File: src/rtl/fetch_unit.sv
// Instruction-fetch stage: owns the PC, addresses the instruction ROM and loads the
// IF/ID register, handling stall, redirect, halt and out-of-range fetch faults.
module fetch_unit #(
  parameter logic [31:0] RESET_PC  = 32'h0000_0000,
  parameter int          ROM_WORDS = 256
) (
  input  logic        CLK,
  input  logic        RST,
  input  logic        STALL,
  input  logic        REDIRECT,
  input  logic [31:0] REDIRECT_PC,
  input  logic        HALT_REQ,
  output logic [31:0] ROM_ADDR,
  input  logic [31:0] ROM_DATA,
  output logic [31:0] INSTR,
  output logic [31:0] PC_PLUS4,
  output logic        VALID,
  output logic [31:0] PC,
  output logic        HALTED,
  output logic        ADDR_ERR,
  output logic [31:0] FETCH_COUNT
);

  typedef enum logic [1:0] {
    ST_RUN   = 2'd0,
    ST_HALT  = 2'd1,
    ST_FAULT = 2'd2
  } state_t;

  localparam logic [31:0] ROM_LIMIT = 32'(ROM_WORDS);

  state_t      state_r;
  logic [31:0] pc_r;
  logic [31:0] instr_r;
  logic [31:0] pc_plus4_r;
  logic        valid_r;
  logic        halted_r;
  logic        addr_err_r;
  logic [31:0] fetch_count_r;

  // A word index at or beyond the ROM depth has no backing instruction.
  function automatic logic addr_out_of_range(input logic [31:0] pc);
    return ({2'b00, pc[31:2]} >= ROM_LIMIT);
  endfunction

  // ROM is addressed by word, straight from the PC register.
  assign ROM_ADDR    = {2'b00, pc_r[31:2]};
  assign PC          = pc_r;
  assign INSTR       = instr_r;
  assign PC_PLUS4    = pc_plus4_r;
  assign VALID       = valid_r;
  assign HALTED      = halted_r;
  assign ADDR_ERR    = addr_err_r;
  assign FETCH_COUNT = fetch_count_r;

  // Fetch FSM, PC and IF/ID register update.
  always_ff @(posedge CLK) begin
    if (RST) begin
      state_r       <= ST_RUN;
      pc_r          <= RESET_PC;
      instr_r       <= 32'h0000_0000;
      pc_plus4_r    <= 32'h0000_0000;
      valid_r       <= 1'b0;
      halted_r      <= 1'b0;
      addr_err_r    <= 1'b0;
      fetch_count_r <= 32'h0000_0000;
    end else begin
      case (state_r)
        ST_RUN: begin
          if (HALT_REQ) begin
            state_r  <= ST_HALT;
            halted_r <= 1'b1;
            instr_r  <= 32'h0000_0000;
            valid_r  <= 1'b0;
          end else if (REDIRECT) begin
            // Redirect flushes the slot being fetched and wins over a stall.
            pc_r    <= REDIRECT_PC & 32'hFFFF_FFFC;
            instr_r <= 32'h0000_0000;
            valid_r <= 1'b0;
          end else if (STALL) begin
            pc_r <= pc_r;
          end else if (addr_out_of_range(pc_r)) begin
            state_r    <= ST_FAULT;
            halted_r   <= 1'b1;
            addr_err_r <= 1'b1;
            instr_r    <= 32'h0000_0000;
            valid_r    <= 1'b0;
          end else begin
            instr_r       <= ROM_DATA;
            pc_plus4_r    <= pc_r + 32'd4;
            valid_r       <= 1'b1;
            pc_r          <= pc_r + 32'd4;
            fetch_count_r <= fetch_count_r + 32'd1;
          end
        end
        ST_HALT, ST_FAULT: begin
          state_r <= state_r;
        end
        default: begin
          // Unreachable encoding: park in FAULT with a bubble in IF/ID.
          state_r    <= ST_FAULT;
          halted_r   <= 1'b1;
          addr_err_r <= 1'b1;
          instr_r    <= 32'h0000_0000;
          valid_r    <= 1'b0;
        end
      endcase
    end
  end

endmodule

File: config.mk
export PLATFORM = sky130hd
export DESIGN_NAME = fetch_unit
export DESIGN_NICKNAME = d
export VERILOG_FILES = /design/src/rtl/fetch_unit.sv
export SDC_FILE = /design/constraint.sdc
export NUM_CORES = 1
export LEC_CHECK = 0
export CAP_MARGIN = 20
export CORE_ASPECT_RATIO = 0.75
export CORE_UTILIZATION = 30
export CTS_CLUSTER_DIAMETER = 120
export DETAILED_ROUTE_END_ITERATION = 7
export PLACE_DENSITY = 0.67
export SYNTH_ARGS = -nofsm -noshare
export SYNTH_HDL_FRONTEND = slang
export SYNTH_SLANG_ARGS = --single-unit
File: constraint.sdc
create_clock -name CLK -period 2.75 [get_ports CLK]
set_input_delay 0.4125 -clock CLK [delete_from_list [all_inputs] [get_ports CLK]]
set_output_delay 0.4125 -clock CLK [all_outputs]
set_load 0.01 [all_outputs]
==> flow_summary.toml, run 1 <==
[clocking]
cts.root.buffer_cell = "clkbuf_16"
hold_buffers = 0
htreeDepth = 4
tritoncts = "built"
worstSkewPairLatency_ns = 0.42
cts_buffer_depth = 2
post_cts_buffers = 0
path_clk_slew_ns = 0.06
clock-sinks = 129
cts_buffers = 17

[worst_setup_path]
crit_type = "reg2reg"
crit_end = "FETCH_COUNT[23]"
crit_start = "state_r[0]"
crit_arrival_ns = 2.89
required_ns = 3.10
regToRegSetupSlack_ns = 0.21
reg2reg_depth = 8
slowest_delay_ns = 0.55
path_cells = "inv_1, ha_1, nor4b_2, nand4_1, or4_1, buf_4, or4b_1, a21oi_1"
crit_slowest_cell = "or4_1"
cp_max_fo = 28
r2r_start = "state_r[0]"
start_kind = "register"
end_kind = "register"
timing.rr.end = "FETCH_COUNT[23]"

[pwr]
power_frac_comb_pct = 25.4
powerDensity_nw_per_um2 = 690.5
power_switching_share_pct = 32.60
p_clk_share_pct = 38.7
vdd_drop_max_mv = 0.3289
p_int_mw = 3.956
p_sw_mw = 1.914
p_leak_nw = 2.896
seqPwrFrac_pct = 35.9

[placed_design]
dp_cells = 1060
dpl.hpwl_um = 11780
place_congestion = 0.8056
dpl_cell_area_sq_um = 7900
io_buffers = 223

[die]
row_count = 42
initial_utilization_pct = 31.06
pin_count = 232
die_h_um = 120.0
die-area_sq_um = 19110
coreArea_sq_um = 17920
die_w_um = 159.3

[synthesis]
synth_cells = 643
synth_cell_types = 48
async_reset_ff_share_pct = 0
synth_edf_count = 0
netlist_area_sq_um = 5565
yosys.area.top_type_share_pct = 46.40
synthFlopType = "dfxtp_1"
yosys-top-cells-area = "dfxtp_1 46%, nor2_1 5.8%, a22oi_1 5.0%"
synth_top_area_cell = "dfxtp_1"
ys_seq_area_share_pct = 46.40
synth_seq_cells = 129
syn_avg_cell_area_sq_um = 8.655
ys.warnings.count = 0

[sta]
finalCritPeriodShare_pct = 92.44
tightest_slew_ns = 0.6274
period_minus_slack_ns = 2.542
setup_viol = 0
tns_ns = 0
max_freq_mhz = 393.4
rsz0062_at_grt = "false"
finalHoldViolCount = 0
finalClockSkew_ns = 0.01245
slew_headroom_pct = 58.02
slew_violations = 0

[drt]
vias_per_cell = 4.852
drtAntennaViolNets = 0
routed_wl_um = 16660
routedWlPerCell_um = 15.24
drt_first_pass_iters = 4
dr.first_iter.drc_count = 409
route.detailed.drc = 0
vias = 5303

[hold_path]
hold_path_class = "in2reg"
hold_start = "RST"

[cells_and_area]
layout-drive-gt1-share_pct = 8.343
utilization_pct = 47.44
antenna_cells = 0
final_common_cell = "clkdlybuf4s50_1"
fin_cells = 1093
layout_common_cells = "221 x clkdlybuf4s50_1, 129 x dfxtp_1, 86 x nor2_1"
fin_area_sq_um = 8501
area.growth.synth_to_final_pct = 52.74
nets = 911

[job]
maxCapViolCount = 0

[global_route]
antenna_found_initial = 0
grt_pass1_wl_um = 26400
gr-total-overflow = 0
grt_pass1_vias = 4969
grt_util_all_layers_pct = 17.65
grt_max_degree = 73

[status]
outcome = "finished, final reports clean"
metal layers:
layer | global-route usage, % | vias up | share of wire [%]
met1 | 22.67 | 2443 | 46
met3 | 7.570 | 20 | 9.7
met4 | 6.070 | 0 | 1.2
met5 | 0 | - | 0
li1 | - | 2629 | -
met2 | 26.32 | 211 | 44
how the worst min path moves through the flow:
stage / endpoint / slack, ns / cells past startpoint
4_1_cts: FETCH_COUNT[5] / 0.36 / 2
5_1_grt: FETCH_COUNT[3] / 0.39 / 2
3_5_place_dp: PC_PLUS4[26] / 0.44 / 1
6_report: FETCH_COUNT[5] / 0.38 / 2
3_3_place_gp: PC_PLUS4[19] / 0.44 / 1
2_1_floorplan: state_r[1] / 0.47 / 2
repair_timing:
| action | 4_1_cts | 5_1_grt |
|---|---|---|
| gates resized for setup | 0 | 1 |
| endpoints found under the hold margin | 0 | 0 |
| endpoints found under the setup margin | 0 | 3 |
power by group through the flow:
stage / combinational [mW] / sequential, mW / clock, mW
2_1_floorplan: 0.753 / 2.19 / 0
3_3_place_gp: 1.51 / 2.14 / 0
3_5_place_dp: 1.51 / 2.15 / 0
4_1_cts: 1.51 / 2.11 / 2.32
5_1_grt: 1.63 / 2.13 / 2.41
6_report: 1.49 / 2.11 / 2.27
critical path, delay by kind of cell, from the launching register on:
kind,cells,cell delay [ns]
buffers and inverters,2,0.29
AO/OA/AOI/OAI,1,0.17
adder cells (fa/ha/maj),1,0.23
AND/OR/NAND/NOR,4,1.49
flip-flops,1,0.30
synthesized netlist by cell type, drive strengths merged (5+ instances only):
cell / instances
nor2: 86
buf: 39
xnor2: 20
clkbuf: 37
and4: 6
nand2: 48
o31ai: 17
inv: 16
a211oi: 9
a21oi: 35
dfxtp: 129
nor4: 10
o21ai: 18
or4: 12
nand4: 10
and2: 22
a22oi: 37
nand3: 25
nor3: 17
and3: 5
state kept, by name, summed over array words and instances (netlist names):
register / count
FETCH_COUNT: 32
INSTR: 32
ADDR_ERR: 1
VALID: 1
HALTED: 1
state_r: 2
PC_PLUS4: 30
PC: 30
cell families after synthesis:
logic type / after synthesis / synth area share (%)
simple gates: 255 / 23.34
compound gates: 135 / 16.16
flops: 129 / 46.40
buf+inv: 92 / 8.790
xor+xnor: 23 / 3.620
fa+ha+maj: 4 / 0.8993
mux: 4 / 0.7195
other cells: 1 / 0.06738
stage by stage:
step / setup WS, ns / total power [mW] / hold WS, ns
detailed placement: 0.08992 / 3.652 / 0.4436
CTS: 0.1138 / 5.941 / 0.3592
finish: 0.2080 / 5.869 / 0.3805
floorplan: 0.3656 / 2.946 / 0.4684
global route: 0.06337 / 6.172 / 0.3906
global placement: 0.09519 / 3.649 / 0.4414
layout make-up:
cell class              instances  area (sq um)
fillers                      1720          9419
flip-flops and latches        129          2582
multi-input cells             427          2539
repair buffers                247          2430
clock buffers                  17         425.4
well taps                     242         302.8
clock inverters                15         161.4
inverters                      16         60.06
Note: power is estimated with default switching activity, not from simulation.
==> inputs of run 2 (changes only) <==
TNS_END_PERCENT = 50   (was not set)
==> results of run 2 <==
The final DEF is identical to that of run 1; final timing and power are the same.
==> inputs of run 3 (changes only) <==
REMOVE_ABC_BUFFERS = 1   (was not set)
==> flow_summary.toml, run 3 (same netlist as run 1, synthesis figures left out) <==
[cells_and_area]
fillers = 1708
final_common_cell = "clkdlybuf4s50_1"
utilization_pct = 47.52
layout-drive-gt1-share_pct = 7.991
antenna_cells = 0
nets = 911
layout_common_cells = "222 x clkdlybuf4s50_1, 129 x dfxtp_1, 86 x nor2_1"
fin_area_sq_um = 8516
area.growth.synth_to_final_pct = 53.01
fin_cells = 1093

[worst_setup_path]
crit_arrival_ns = 2.86
end_kind = "register"
start_kind = "register"
required_ns = 3.09
cp_max_fo = 28
crit_type = "reg2reg"

[global_route]
antenna_found_initial = 0
gr-total-overflow = 0
grt_max_degree = 48
grt_util_all_layers_pct = 17.65
grt_pass1_wl_um = 26440
grt_pass1_vias = 5027

[sta]
finalHoldViolCount = 0
slew_violations = 0
finalCritPeriodShare_pct = 91.83
finalClockSkew_ns = 0.007071
tightest_slew_ns = 0.6296
slew_headroom_pct = 57.87
rsz0062_at_grt = "false"
period_minus_slack_ns = 2.525
setup_viol = 0
max_freq_mhz = 396.0

[die]
pin_count = 232
die_h_um = 120.0
die-area_sq_um = 19110
row_count = 42
coreArea_sq_um = 17920
die_w_um = 159.3
initial_utilization_pct = 31.06

[drt]
vias = 5309
route.detailed.drc = 0
drtAntennaViolNets = 0
vias_per_cell = 4.857
drt_first_pass_iters = 4
routed_wl_um = 16920
dr.first_iter.drc_count = 359
routedWlPerCell_um = 15.48

[clocking]
cts_buffers = 17
clock-sinks = 129
cts_buffer_depth = 2
tritoncts = "built"
htreeDepth = 4
cts.root.buffer_cell = "clkbuf_16"
path_clk_slew_ns = 0.06
hold_buffers = 0
worstSkewPairLatency_ns = 0.41

[pwr]
power_mw = 5.855
p_leak_nw = 2.890
vdd_drop_max_mv = 0.3914
powerDensity_nw_per_um2 = 687.5

[status]
outcome = "finished, final reports clean"

[placed_design]
dp_cells = 1060
dpl_cell_area_sq_um = 7911
place_congestion = 0.8286
io_buffers = 223
dpl.hpwl_um = 11760

[hold_path]
hold_path_class = "in2reg"

[job]
maxCapViolCount = 0
[run 3: cell types whose count changed in the layout (fill, tap and decap cells not counted), sizes merged]
cell / before / now
clkbuf: 17 / 23
clkinvlp: 1 / 3
inv: 28 / 16
bufinv: 1 / 2
clkdlybuf4s50: 221 / 222
buf: 26 / 25
clkinv: 1 / 4
[run 3: what timing repair did]
item	in CTS	in global routing
buffers inserted	0	0
setup endpoints to repair	0	14
gates resized for setup	0	2
[run 3: worst max-delay path: stages (launching register included)]
cell and delay (ns):
dfxtp_1 0.29, inv_1 0.06, ha_1 0.26, nor4b_2 0.22, nand4_1 0.18, or4_1 0.54, buf_4 0.23, or4b_1 0.49
a21oi_1 0.18
[run 3: power by group]
part           total [mW]  internal [mW]  switching [mW]
clock network        2.24           1.40           0.839
registers            2.11           2.00           0.115
logic                1.50          0.675           0.827
[run 3: cell type report]
class	count	area [sq um]	share of cell area, %
Tap cell	242	302.8	3.556
Inverter	16	60.06	0.7053
Clock buffer	23	478.0	5.613
Multi-Input combinational cell	427	2551	29.96
Sequential cell	129	2582	30.33
Clock inverter	9	106.4	1.249
Timing Repair Buffer	247	2435	28.59
[run 3: layer usage]
layer  track usage, %  up-vias  share of wire (%)
met1            22.61     2477                 47
met3            7.812       19                8.9
li1                 -     2621                  -
met4            5.709        0                1.3
met5                0        -                  0
met2            26.34      192                 43
[run 3: final timing paths]
| path | slack (ns) | startpoint | endpoint | cells after the start |
|---|---|---|---|---|
| worst min register to register | 0.45 | VALID | VALID | 2 |
| worst max register to register | 0.22 | state_r[0] | FETCH_COUNT[23] | 8 |
| worst max-delay path | 0.22 | state_r[0] | FETCH_COUNT[23] | 8 |
| worst min-delay path | 0.31 | RST | FETCH_COUNT[26] | 2 |
[run 3: metrics by stage]
stage	hold WS (ns)	setup TNS [ns]	setup WS (ns)
4_1_cts	0.2960	0	0.02297
3_3_place_gp	0.4413	0	0.03013
2_1_floorplan	0.4684	-66.20	-1.441
6_report	0.3146	0	0.2247
3_5_place_dp	0.4441	0	0.01249
5_1_grt	0.3085	0	0.05182
